`src/rtl/mat_pkg.sv`:
```
// Shared constants and types for the matrix-multiply sequencing controller.
package mat_pkg;

  localparam int unsigned N     = 3;
  localparam int unsigned W     = 8;
  localparam int unsigned AW    = $clog2(N * N);
  localparam int unsigned IW    = $clog2(N);
  localparam int unsigned BEATS = N * N * N;

  typedef enum logic [1:0] {
    ST_IDLE  = 2'd0,
    ST_RUN   = 2'd1,
    ST_DRAIN = 2'd2,
    ST_DONE  = 2'd3
  } state_t;

  // Which operand index a sequencer emits: A[i][k] or B[k][j].
  typedef enum logic {
    SEL_A = 1'b0,
    SEL_B = 1'b1
  } seq_sel_t;

endpackage

```
`src/rtl/mat_operand_seq.sv`:
```
// Nested i/j/k loop counter producing the row-major element index of one
// operand stream. o_term rises once all N^3 beats have been issued and stays
// high until the next clear.
module mat_operand_seq
  import mat_pkg::*;
#(
  parameter int unsigned N   = mat_pkg::N,
  parameter seq_sel_t    SEL = SEL_A,
  localparam int unsigned IW = $clog2(N),
  localparam int unsigned AW = $clog2(N * N)
) (
  input  logic          i_clk,
  input  logic          i_rst_n,
  input  logic          i_clr,
  input  logic          i_en,
  output logic [AW-1:0] o_idx,
  output logic          o_term
);

  logic [IW-1:0] r_i;
  logic [IW-1:0] r_j;
  logic [IW-1:0] r_k;
  logic          r_term;
  logic          w_i_wrap;
  logic          w_j_wrap;
  logic          w_k_wrap;

  assign w_i_wrap = (r_i == IW'(N - 1));
  assign w_j_wrap = (r_j == IW'(N - 1));
  assign w_k_wrap = (r_k == IW'(N - 1));

  // Loop nest advance: k innermost, then j, then i; the last beat sets term.
  always_ff @(posedge i_clk or negedge i_rst_n) begin
    if (!i_rst_n) begin
      r_i    <= '0;
      r_j    <= '0;
      r_k    <= '0;
      r_term <= 1'b0;
    end else if (i_clr) begin
      r_i    <= '0;
      r_j    <= '0;
      r_k    <= '0;
      r_term <= 1'b0;
    end else if (i_en && !r_term) begin
      if (w_k_wrap) begin
        r_k <= '0;
        if (w_j_wrap) begin
          r_j <= '0;
          if (w_i_wrap) begin
            r_i    <= '0;
            r_term <= 1'b1;
          end else begin
            r_i <= r_i + IW'(1);
          end
        end else begin
          r_j <= r_j + IW'(1);
        end
      end else begin
        r_k <= r_k + IW'(1);
      end
    end
  end

  // Element index: A walks row i across k, B walks column j down k.
  always_comb begin
    if (SEL == SEL_A) begin
      o_idx = AW'(r_i) * AW'(N) + AW'(r_k);
    end else begin
      o_idx = AW'(r_k) * AW'(N) + AW'(r_j);
    end
  end

  assign o_term = r_term;

endmodule

```
`src/rtl/mat_mult_ctrl.sv`:
```
// Sequencing controller for the partial-product multiplier: holds the A and B
// operand matrices, streams dot-product operand pairs, and tags returned
// results with their (row, col) position in row-major order.
module mat_mult_ctrl
  import mat_pkg::*;
#(
  parameter int unsigned N   = mat_pkg::N,
  parameter int unsigned W   = mat_pkg::W,
  localparam int unsigned AW = $clog2(N * N),
  localparam int unsigned IW = $clog2(N),
  localparam int unsigned NN = N * N
) (
  input  logic          i_clk,
  input  logic          i_rst_n,
  // operand load port
  input  logic          i_ld_we,
  input  logic          i_ld_sel,
  input  logic [AW-1:0] i_ld_addr,
  input  logic [W-1:0]  i_ld_data,
  // control
  input  logic          i_start,
  output logic          o_busy,
  output logic          o_done,
  // operand streams to the multiplier
  output logic [W-1:0]  o_a_num,
  output logic          o_a_num_valid,
  input  logic          i_a_read,
  output logic [W-1:0]  o_b_num,
  output logic          o_b_num_valid,
  input  logic          i_b_read,
  // results from the multiplier
  input  logic [W-1:0]  i_res_data,
  input  logic          i_res_valid,
  input  logic          i_res_last,
  output logic          o_res_ready,
  // tagged results downstream
  output logic [W-1:0]  o_c_data,
  output logic [IW-1:0] o_c_row,
  output logic [IW-1:0] o_c_col,
  output logic          o_c_valid,
  input  logic          i_c_ready,
  output logic          o_c_last
);

  state_t        r_state;
  state_t        w_state_nxt;

  logic [W-1:0]  r_a_mem [NN];
  logic [W-1:0]  r_b_mem [NN];
  logic [IW-1:0] r_row;
  logic [IW-1:0] r_col;

  logic          w_start;
  logic          w_run;
  logic          w_busy;
  logic          w_ld_ok;
  logic [AW-1:0] w_a_idx;
  logic [AW-1:0] w_b_idx;
  logic          w_a_term;
  logic          w_b_term;
  logic          w_a_en;
  logic          w_b_en;
  logic          w_c_acc;
  logic          w_c_last;
  logic          w_row_wrap;
  logic          w_col_wrap;
  logic          w_unused;

  // The multiplier's last flag is redundant with the local row/col count.
  assign w_unused = i_res_last;

  assign w_start = (r_state == ST_IDLE) && i_start;
  assign w_run   = (r_state == ST_RUN);
  assign w_busy  = (r_state == ST_RUN) || (r_state == ST_DRAIN);
  assign w_ld_ok = (r_state == ST_IDLE) && i_ld_we && (i_ld_addr < AW'(NN));

  // Operand register files; writes only land while idle and in range.
  always_ff @(posedge i_clk or negedge i_rst_n) begin
    if (!i_rst_n) begin
      for (int unsigned e = 0; e < NN; e++) begin
        r_a_mem[AW'(e)] <= '0;
        r_b_mem[AW'(e)] <= '0;
      end
    end else if (w_ld_ok) begin
      if (i_ld_sel) begin
        r_b_mem[i_ld_addr] <= i_ld_data;
      end else begin
        r_a_mem[i_ld_addr] <= i_ld_data;
      end
    end
  end

  assign o_a_num_valid = w_run && !w_a_term;
  assign o_b_num_valid = w_run && !w_b_term;
  assign w_a_en        = o_a_num_valid && i_a_read;
  assign w_b_en        = o_b_num_valid && i_b_read;

  mat_operand_seq #(
    .N   (N),
    .SEL (SEL_A)
  ) u_a_seq (
    .i_clk   (i_clk),
    .i_rst_n (i_rst_n),
    .i_clr   (w_start),
    .i_en    (w_a_en),
    .o_idx   (w_a_idx),
    .o_term  (w_a_term)
  );

  mat_operand_seq #(
    .N   (N),
    .SEL (SEL_B)
  ) u_b_seq (
    .i_clk   (i_clk),
    .i_rst_n (i_rst_n),
    .i_clr   (w_start),
    .i_en    (w_b_en),
    .o_idx   (w_b_idx),
    .o_term  (w_b_term)
  );

  assign o_a_num = r_a_mem[w_a_idx];
  assign o_b_num = r_b_mem[w_b_idx];

  // Result pass-through, gated to the active states.
  assign o_c_data    = i_res_data;
  assign o_c_valid   = i_res_valid && w_busy;
  assign o_res_ready = i_c_ready && w_busy;
  assign w_c_acc     = o_c_valid && i_c_ready;

  assign w_row_wrap = (r_row == IW'(N - 1));
  assign w_col_wrap = (r_col == IW'(N - 1));
  assign w_c_last   = w_row_wrap && w_col_wrap;

  // Output position counter, row-major, restarted by each accepted start.
  always_ff @(posedge i_clk or negedge i_rst_n) begin
    if (!i_rst_n) begin
      r_row <= '0;
      r_col <= '0;
    end else if (w_start) begin
      r_row <= '0;
      r_col <= '0;
    end else if (w_c_acc) begin
      if (w_col_wrap) begin
        r_col <= '0;
        r_row <= w_row_wrap ? '0 : r_row + IW'(1);
      end else begin
        r_col <= r_col + IW'(1);
      end
    end
  end

  assign o_c_row  = r_row;
  assign o_c_col  = r_col;
  assign o_c_last = w_c_last;

  // State register.
  always_ff @(posedge i_clk or negedge i_rst_n) begin
    if (!i_rst_n) begin
      r_state <= ST_IDLE;
    end else begin
      r_state <= w_state_nxt;
    end
  end

  // Next-state logic: the final accepted result wins over the drain move.
  always_comb begin
    w_state_nxt = r_state;
    unique case (r_state)
      ST_IDLE: begin
        if (i_start) begin
          w_state_nxt = ST_RUN;
        end
      end
      ST_RUN: begin
        if (w_c_acc && w_c_last) begin
          w_state_nxt = ST_DONE;
        end else if (w_a_term && w_b_term) begin
          w_state_nxt = ST_DRAIN;
        end
      end
      ST_DRAIN: begin
        if (w_c_acc && w_c_last) begin
          w_state_nxt = ST_DONE;
        end
      end
      ST_DONE: begin
        w_state_nxt = ST_IDLE;
      end
      default: begin
        w_state_nxt = ST_IDLE;
      end
    endcase
  end

  assign o_busy = w_busy;
  assign o_done = (r_state == ST_DONE);

endmodule

```
`config.mk`:
```
export PLATFORM = sky130hd
export DESIGN_NAME = mat_mult_ctrl
export DESIGN_NICKNAME = d
export VERILOG_FILES = /design/src/rtl/mat_pkg.sv /design/src/rtl/mat_operand_seq.sv /design/src/rtl/mat_mult_ctrl.sv
export SDC_FILE = /design/constraint.sdc
export NUM_CORES = 1
export LEC_CHECK = 0
export BUFFER_PORTS_ARGS = -buffer_cell sky130_fd_sc_hd__buf_2
export CAP_MARGIN = 5
export CORE_ASPECT_RATIO = 0.7
export CORE_MARGIN = 3
export CORE_UTILIZATION = 55
export DETAILED_ROUTE_END_ITERATION = 8
export GPL_ROUTABILITY_DRIVEN = 0
export GPL_TIMING_DRIVEN = 1
export PLACE_DENSITY = 0.7
export SYNTH_ARGS = -nofsm -noshare
export SYNTH_HDL_FRONTEND = slang
export SYNTH_SLANG_ARGS = --single-unit
export TNS_END_PERCENT = 50
```
`constraint.sdc`:
```
create_clock -name i_clk -period 3.18 [get_ports i_clk]
set_input_delay 0 -clock i_clk [delete_from_list [all_inputs] [get_ports i_clk]]
set_output_delay 0 -clock i_clk [all_outputs]
set_load 0.01 [all_outputs]
```
==> results.cfg, run 1 <==
[timing]
finalHoldViolCount = 0
rsz0062_at_grt = true
slew_headroom = 0.457
maxSlewViolCount = 0
timing.fmax_mhz = 325
tightest_slew_ps = 814
fin_skew_ps = 8.15
fin_crit_sh = 0.968
finalSetupTns_ps = 0
setup_ws_ps = 101
setup_viol = 0
hold_ws_ps = 0.00448
period_needed_ps = 3080

[clocking]
cts.sinks = 164
ctsRootBufferMaster = clkbuf_16
htree_levels = 4
clock_latency_ps = 420
cts_tree = done
cts-buffers-inserted = 17
clkTransAtPathRegs_ps = 60
clockBufferDepth = 2

[setup_path]
regToRegSetupSlack_ps = 860
r2r_cells = 7
required_ps = 3180
cp_max_fo = 8
r2r_end = r_b_mem[44]$_DFFE_PN0P_
crit_type = flip-flop to output pin
cp.arrival_ps = 3080
end_kind = output pin
start_kind = flip-flop
r2r_start = r_state[0]$_DFFE_PN0P_

[yosys]
ys_types = 44
yosys_warnings = 0
synth_flop_cell = dfrtp_1
synth_area_sq_um = 7970
ys_seq_area_frac = 0.515
synthArstFlopShare = 1.00
syn_avg_cell_area_sq_um = 13.4
synth_edf_count = 0
synth_fp_nets = 646
syn_inst = 597
ys_ff_latch = 164

[die]
die-area_sq_um = 16000
io-pin-count = 65
die_y_um = 107
fp.dieW_um = 150
rows = 36
coreArea_sq_um = 14100
start_util = 0.567

[global_routing]
overflow = 0
grt_pass1_wl_mm = 27.6
antenna_found_initial = 0
grt_max_degree = 73
grt_pass1_vias = 5222
grt_usage = 0.225

[route]
route.detailed.drc = 0
avgRoutedWirePerCell_um = 19.9
first_pass_iters = 4
via_per_inst = 5.81
wirelength_mm = 17.0
ant_nets = 0
num_vias = 4971
dr.first_iter.drc_count = 254

[min_path]
min_delay_path_depth = 0
hp-class = input pin to output pin
min_delay_worst_endpoint = o_c_data[3]
worstHoldStart = i_res_data[3]

[layout]
final_cells = 855
antenna_cells = 0
drive_above_1_share = 0.478
finalNetCount = 704
area_growth_pct = 15.4

[run_status]
status = completed

[power]
powerDensity_nw_per_um2 = 860
leakage_uw = 0.00436
vdd_ir_drop_max_v = 0.000474
power_uw = 7910

[run]
max_cap_viol_count = 0

[placement]
portBuffers = 47
dp.cells = 811
hpwl_mm = 11.5
preCtsSetupSlack_ps = 247
==> final cells by class <==
| cell class | count | area [sq um] |
|---|---|---|
| fill | 1021 | 4860 |
| sequential | 164 | 4110 |
| multi-input combinational | 389 | 3730 |
| timing repair buffer | 74 | 495 |
| clock buffer | 20 | 437 |
| tap | 190 | 238 |
| clock inverter | 9 | 156 |
| inverter | 9 | 33.8 |
==> repair_timing <==
action                     CTS  global route
pin swaps                    1             7
setup endpoints to repair   16            16
hold buffers                 3             0
gates resized for setup      6            22
hold endpoints to repair    62             0
setup buffers                3             9
==> sequential cells by signal (all words and copies together) (netlist names) <==
name and count:
o_c_row 2, r_state 2, r_b_mem 72, o_c_col 2, u_b_seq.r_k 2, u_b_seq.o_term 1
u_a_seq.r_j 2, u_a_seq.r_i 2, u_a_seq.r_k 2, u_a_seq.o_term 1, r_a_mem 72, u_b_seq.r_j 2
u_b_seq.r_i 2
==> worst max-delay path, stage by stage (launching register included) <==
cell     delay, ps
dfrtp_2        430
fa_1           490
ha_2           220
fa_2           690
buf_6          160
mux4_2         310
nor2_1         120
o31ai_1         80
buf_2          140
==> how the worst max path moves through the flow <==
stage,start,end,slack [ps],depth (start not counted)
after CTS,u_b_seq.r_k[0]$_DFFE_PN0P_,o_b_num[7],4,10
after floorplan,u_a_seq.r_k[1]$_DFFE_PN0P_,o_a_num[0],600,7
after global placement,u_b_seq.r_k[1]$_DFFE_PN0P_,o_b_num[0],280,7
final,u_a_seq.r_i[0]$_DFFE_PN0P_,o_a_num[3],100,8
after global routing,u_b_seq.r_k[1]$_DFFE_PN0P_,o_b_num[5],-10,10
after detailed placement,u_b_seq.r_k[0]$_DFFE_PN0P_,o_b_num[3],250,7
==> layout by cell type (no fill, tap or decap), drive strengths merged, types with 5 or more instances in the layout <==
cell,instances
nand2,46
o221ai,7
mux2i,15
buf,71
a31oi,9
inv,10
nor2,33
o22ai,9
mux2,167
mux4,16
nor2b,5
dfrtp,164
nor3,6
and2,5
a21oi,12
o31ai,8
clkbuf,20
ha,15
==> through the flow <==
stage	util	cell area, sq um
floorplan	-	7970
global placement	0.597	8390
detailed placement	0.597	8390
CTS	0.644	9050
global route	0.654	9200
finish	0.654	9200
==> synthesized netlist by cell type, drive strengths merged, types with 4 or more instances <==
library cell	number	share of area
inv	9	0.0042
ha	15	0.024
nor3	6	0.0044
nand2b	4	0.0031
o31ai	8	0.0075
clkbuf	16	0.0075
mux4	16	0.045
o22ai	9	0.0071
mux2i	15	0.019
a31oi	9	0.0071
nand2	46	0.023
nor2	33	0.017
and2	5	0.0039
a21oi	12	0.0075
nor3b	4	0.0044
dfrtp	164	0.51
fa	4	0.010
nor2b	5	0.0039
o221ai	7	0.0077
mux2	167	0.24
buf	19	0.015
==> report_power, final <==
part | leakage (uW) | switching [uW] | total (uW) | internal, uW
sequential | 0.00221 | 305 | 2910 | 2610
clock | 0.000278 | 799 | 2100 | 1300
combinational | 0.00187 | 1430 | 2900 | 1470
==> logic make-up after synthesis <==
| group | share of synthesized area |
|---|---|
| buffers and inverters | 0.0264 |
| AOI/OAI and AO/OA | 0.0428 |
| adders and majority gates | 0.0336 |
| and+or+nand+nor | 0.0825 |
| DFF | 0.515 |
| muxes | 0.300 |
==> routing by layer <==
layer / vias up / part of all wire / track usage
met3: 13 / 0.050 / 0.0486
met2: 88 / 0.47 / 0.350
met5: - / 0 / 0
met1: 2591 / 0.47 / 0.323
met4: 0 / 0.0084 / 0.0640
li1: 2279 / - / -
Note: power is estimated with default switching activity, not from simulation.
==> run 2, diff against run 1 <==
--- a/config.mk
+++ b/config.mk
@@ -7,13 +7,15 @@
 export LEC_CHECK = 0
 export BUFFER_PORTS_ARGS = -buffer_cell sky130_fd_sc_hd__buf_2
 export CAP_MARGIN = 5
+export CELL_PAD_IN_SITES_DETAIL_PLACEMENT = 1
+export CELL_PAD_IN_SITES_GLOBAL_PLACEMENT = 2
 export CORE_ASPECT_RATIO = 0.7
 export CORE_MARGIN = 3
-export CORE_UTILIZATION = 55
+export CORE_UTILIZATION = 46
 export DETAILED_ROUTE_END_ITERATION = 8
 export GPL_ROUTABILITY_DRIVEN = 0
 export GPL_TIMING_DRIVEN = 1
-export PLACE_DENSITY = 0.7
+export PLACE_DENSITY = 0.82
 export SYNTH_ARGS = -nofsm -noshare
 export SYNTH_HDL_FRONTEND = slang
 export SYNTH_SLANG_ARGS = --single-unit
==> constraint.sdc (replaced) <==
create_clock -name i_clk -period 3.85 [get_ports i_clk]
set_input_delay 0 -clock i_clk [delete_from_list [all_inputs] [get_ports i_clk]]
set_output_delay 0 -clock i_clk [all_outputs]
set_load 0.01 [all_outputs]
==> results.cfg, run 2 (synthesis results as in run 1) <==
[timing]
slew_headroom = 0.299
timing.fmax_mhz = 272
period_needed_ps = 3680
rsz0062_at_grt = false
maxSlewViolCount = 0
fin_crit_sh = 0.955
tightest_slew_ps = 1050
setup_viol = 0
fin_skew_ps = 14.2
finalSetupTns_ps = 0
finalHoldViolCount = 0

[placement]
portBuffers = 47
hpwl_mm = 12.9

[route]
via_per_inst = 5.68
ant_nets = 0
num_vias = 4989
first_pass_iters = 4
dr.first_iter.drc_count = 246
avgRoutedWirePerCell_um = 21.7
route.detailed.drc = 0
wirelength_mm = 19.1

[setup_path]
cp_max_fo = 19
cp.arrival_ps = 3680
start_kind = flip-flop
r2r_start = r_state[0]$_DFFE_PN0P_
required_ps = 3850
crit_type = flip-flop to output pin
regToRegSetupSlack_ps = 1270
end_kind = output pin
r2r_cells = 5
r2r_end = r_a_mem[37]$_DFFE_PN0P_

[power]
p_clk_frac = 0.267
seqPwrFrac = 0.381
switching_share = 0.331
p_comb_frac = 0.352
p_int_uw = 4250
vdd_ir_drop_max_v = 0.000331
p_sw_uw = 2100
powerDensity_nw_per_um2 = 705
leakage_uw = 0.00428

[die]
die_y_um = 116
fp.dieW_um = 163
die-area_sq_um = 19000
coreArea_sq_um = 16600
start_util = 0.479
io-pin-count = 65
rows = 39

[min_path]
min_delay_path_depth = 0
hp-class = input pin to output pin
min_delay_worst_endpoint = o_c_data[7]
worstHoldStart = i_res_data[7]

[layout]
multi_input_area_sq_um = 3660
reg_top3 = r_a_mem: 72 flops, r_b_mem: 72 flops
antenna_cells = 0
final_cell_mix = 165 x mux2_2, 164 x dfrtp_1, 46 x buf_2
n_fill_cell = 1657
regArea_sq_um = 4100
drive_above_1_share = 0.437
post-route-util = 0.542
area_growth_pct = 13.0
finalNetCount = 692
final_common_cell = mux2_2

[global_routing]
grt_pass1_wl_mm = 31.0
grt_pass1_vias = 5572
overflow = 0
grt_max_degree = 105
antenna_found_initial = 1
grt_usage = 0.216

[clocking]
clkTransAtPathRegs_ps = 60
cts-buffers-inserted = 17
clock_latency_ps = 440
cts_setup_buffers = 0
cts_tree = done
ctsRootBufferMaster = clkbuf_16
cts.sinks = 164
clockBufferDepth = 2
ctsHoldBuffers = 3
post_cts_resized = 0
htree_levels = 4

[run_status]
status = completed

[run]
max_cap_viol_count = 0
==> run 2: how the worst max path moves through the flow <==
| stage | startpoint | to | cells past startpoint |
|---|---|---|---|
| 4_1_cts | u_b_seq.r_k[0]$_DFFE_PN0P_ | o_b_num[7] | 7 |
| 2_1_floorplan | u_a_seq.r_k[1]$_DFFE_PN0P_ | o_a_num[0] | 7 |
| 6_report | u_b_seq.r_k[0]$_DFFE_PN0P_ | o_b_num[7] | 7 |
| 3_5_place_dp | u_b_seq.r_k[0]$_DFFE_PN0P_ | o_b_num[7] | 7 |
| 5_1_grt | u_b_seq.r_k[1]$_DFFE_PN0P_ | o_b_num[7] | 7 |
| 3_3_place_gp | u_b_seq.r_k[0]$_DFFE_PN0P_ | o_b_num[3] | 7 |
==> run 2: power by group through the flow <==
stage	Combinational [uW]	Clock, uW	Sequential (uW)
after floorplan	1600	0	2360
after global placement	2170	0	2400
after detailed placement	2260	0	2450
after CTS	2270	1730	2420
after global routing	2450	1820	2480
final	2240	1690	2420
==> run 2: critical path: stages (launching register included) <==
cell and delay (ps):
dfrtp_1 450, fa_1 500, ha_1 220, fa_1 1130
mux4_2 440, o221ai_1 230, nand2_1 100, buf_2 150
==> run 2: metal layers <==
metal	vias to the layer above	wire (um)	GRT usage
li1	2258	-	-
met1	2612	8940	0.295
met2	91	9020	0.348
met3	26	895	0.0528
met4	2	247	0.0670
met5	-	13	0
==> run 2: area by class of cell <==
cell class | instances | area share
repair buffers | 62 | 0.0401
inverters | 9 | 0.00375
clock buffers | 21 | 0.0489
clock inverters | 9 | 0.0147
flip-flops and latches | 164 | 0.455
multi-input cells | 389 | 0.406
well taps | 225 | 0.0312
==> run 2: metrics by stage <==
| stage | power (uW) | cell area, sq um | hold WS [ps] | std cells | setup slack, ps |
|---|---|---|---|---|---|
| after floorplan | 3960 | 7970 | -296 | 597 | 1270 |
| after global placement | 4570 | 8410 | 0.119 | 846 | 721 |
| after detailed placement | 4700 | 8410 | 0.119 | 846 | 611 |
| after CTS | 6430 | 9010 | 0.119 | 879 | 138 |
| after global routing | 6740 | 9010 | 0.0151 | 879 | 22.6 |
| final | 6350 | 9010 | 0.00362 | 879 | 171 |
==> run 3, diff against run 2 <==
--- a/config.mk
+++ b/config.mk
@@ -10,7 +10,6 @@
 export CELL_PAD_IN_SITES_DETAIL_PLACEMENT = 1
 export CELL_PAD_IN_SITES_GLOBAL_PLACEMENT = 2
 export CORE_ASPECT_RATIO = 0.7
-export CORE_MARGIN = 3
 export CORE_UTILIZATION = 46
 export DETAILED_ROUTE_END_ITERATION = 8
 export GPL_ROUTABILITY_DRIVEN = 0
==> results.cfg, run 3 (synthesis results as in run 1) <==
[clocking]
clockBufferDepth = 2
cts_tree = done
cts_setup_buffers = 0
clkTransAtPathRegs_ps = 60
htree_levels = 4
post_cts_resized = 0
cts-buffers-inserted = 17
ctsRootBufferMaster = clkbuf_16
clock_latency_ps = 420
cts.sinks = 164

[timing]
rsz0062_at_grt = false
tightest_slew_ps = 1050
setup_ws_ps = 218
timing.fmax_mhz = 275
finalHoldViolCount = 0
slew_headroom = 0.297
fin_skew_ps = 3.56
fin_crit_sh = 0.943
maxSlewViolCount = 0
finalSetupTns_ps = 0
period_needed_ps = 3630
setup_viol = 0

[die]
rows = 39
fp.dieW_um = 159
die_y_um = 112
coreArea_sq_um = 16600
die-area_sq_um = 17900
start_util = 0.479
io-pin-count = 65

[route]
first_pass_iters = 4
route.detailed.drc = 0
ant_nets = 0
via_per_inst = 5.71
num_vias = 4996
dr.first_iter.drc_count = 242
wirelength_mm = 19.1
avgRoutedWirePerCell_um = 21.8

[global_routing]
grt_max_degree = 107
grt_pass1_wl_mm = 31.5
grt_pass1_vias = 5645
grt_usage = 0.232
antenna_found_initial = 0
overflow = 0

[power]
p_int_uw = 4260
p_comb_frac = 0.346
vdd_ir_drop_max_v = 0.000304
p_clk_frac = 0.275
switching_share = 0.332
p_sw_uw = 2120
powerDensity_nw_per_um2 = 708
power_uw = 6380
seqPwrFrac = 0.380
leakage_uw = 0.00428

[setup_path]
end_kind = output pin
cpPeakStageDelay_ps = 910
r2r_cells = 6
required_ps = 3850
slowest_stage = fa_1
cp_max_fo = 11
crit_type = flip-flop to output pin
start_kind = flip-flop
cp.arrival_ps = 3630
regToRegSetupSlack_ps = 1040
path_common_cell = fa_1
r2r_start = r_state[0]$_DFFE_PN0P_
cp_cell_sequence = fa_1, ha_1, fa_1, nand2b_1, o22ai_1, o31ai_1, buf_2
r2r_end = r_b_mem[43]$_DFFE_PN0P_

[layout]
reg_top3 = r_a_mem: 72 flops, r_b_mem: 72 flops
drive_above_1_share = 0.440
area_growth_pct = 13.1
final_cell_mix = 165 x mux2_2, 164 x dfrtp_1, 46 x buf_2
antenna_cells = 0
finalNetCount = 687
final_common_cell = mux2_2
fin_area_sq_um = 9010
post-route-util = 0.542

[min_path]
min_delay_worst_endpoint = o_c_data[4]
worstHoldStart = i_res_data[4]
min_delay_path_depth = 0
hp-class = input pin to output pin

[placement]
preCtsSetupSlack_ps = 688
dpl_cell_area_sq_um = 8370
portBuffers = 47
hpwl_mm = 12.6

[run_status]
status = completed

[run]
max_cap_viol_count = 0
-- run 3: area by class of cell --
cell class                      count  area (sq um)
Fill cell                        1672          7630
Tap cell                          225           282
Timing Repair Buffer               57           324
Inverter                            9          33.8
Clock buffer                       22           494
Multi-Input combinational cell    389          3660
Sequential cell                   164          4100
Clock inverter                      9           118
-- run 3: how the worst max path moves through the flow --
stage                               start          to  slack, ps  cells past startpoint
2_1_floorplan  u_a_seq.r_k[1]$_DFFE_PN0P_  o_a_num[0]       1270                      7
3_3_place_gp   u_a_seq.r_k[1]$_DFFE_PN0P_  o_a_num[0]        710                      7
3_5_place_dp   u_a_seq.r_k[1]$_DFFE_PN0P_  o_a_num[0]        690                      7
4_1_cts        u_a_seq.r_k[1]$_DFFE_PN0P_  o_a_num[0]        210                      7
5_1_grt        u_a_seq.r_k[1]$_DFFE_PN0P_  o_a_num[3]         50                      7
6_report       u_a_seq.r_k[1]$_DFFE_PN0P_  o_a_num[7]        220                      7
-- run 3: power groups by stage --
stage               logic [uW]  clock network (uW)  registers, uW
floorplan                 1600                   0           2360
global placement          2140                   0           2400
finish                    2200                1750           2420
global route              2420                1850           2480
detailed placement        2220                   0           2450
CTS                       2240                1790           2420
-- run 3: timing repair --
item / 4_1_cts / 5_1_grt
hold endpoints to repair: 107 / 0
endpoints found under the setup margin: 0 / 0
hold buffers: 3 / 0
-- run 3: metal layers --
metal	GRT usage	share of wire	vias up
met2	0.380	0.47	67
li1	-	-	2240
met4	0.0558	0.0099	0
met5	0	0	-
met1	0.319	0.49	2668
met3	0.0492	0.028	21
-- run 3: stage by stage --
step                      instances  hold WS (ps)
after floorplan                 597          -296
after global placement          841         0.119
after detailed placement        841         0.119
after CTS                       875         0.119
after global routing            875        0.0198
final                           875       0.00287
-- run 3: worst max-delay path, delay by kind of cell, from the launching register on --
kind	cells	cell delay (ps)
adders and majority gates	3	1640
DFF	1	440
AOI/OAI and AO/OA	2	480
and+or+nand+nor	1	450
buffers and inverters	1	200
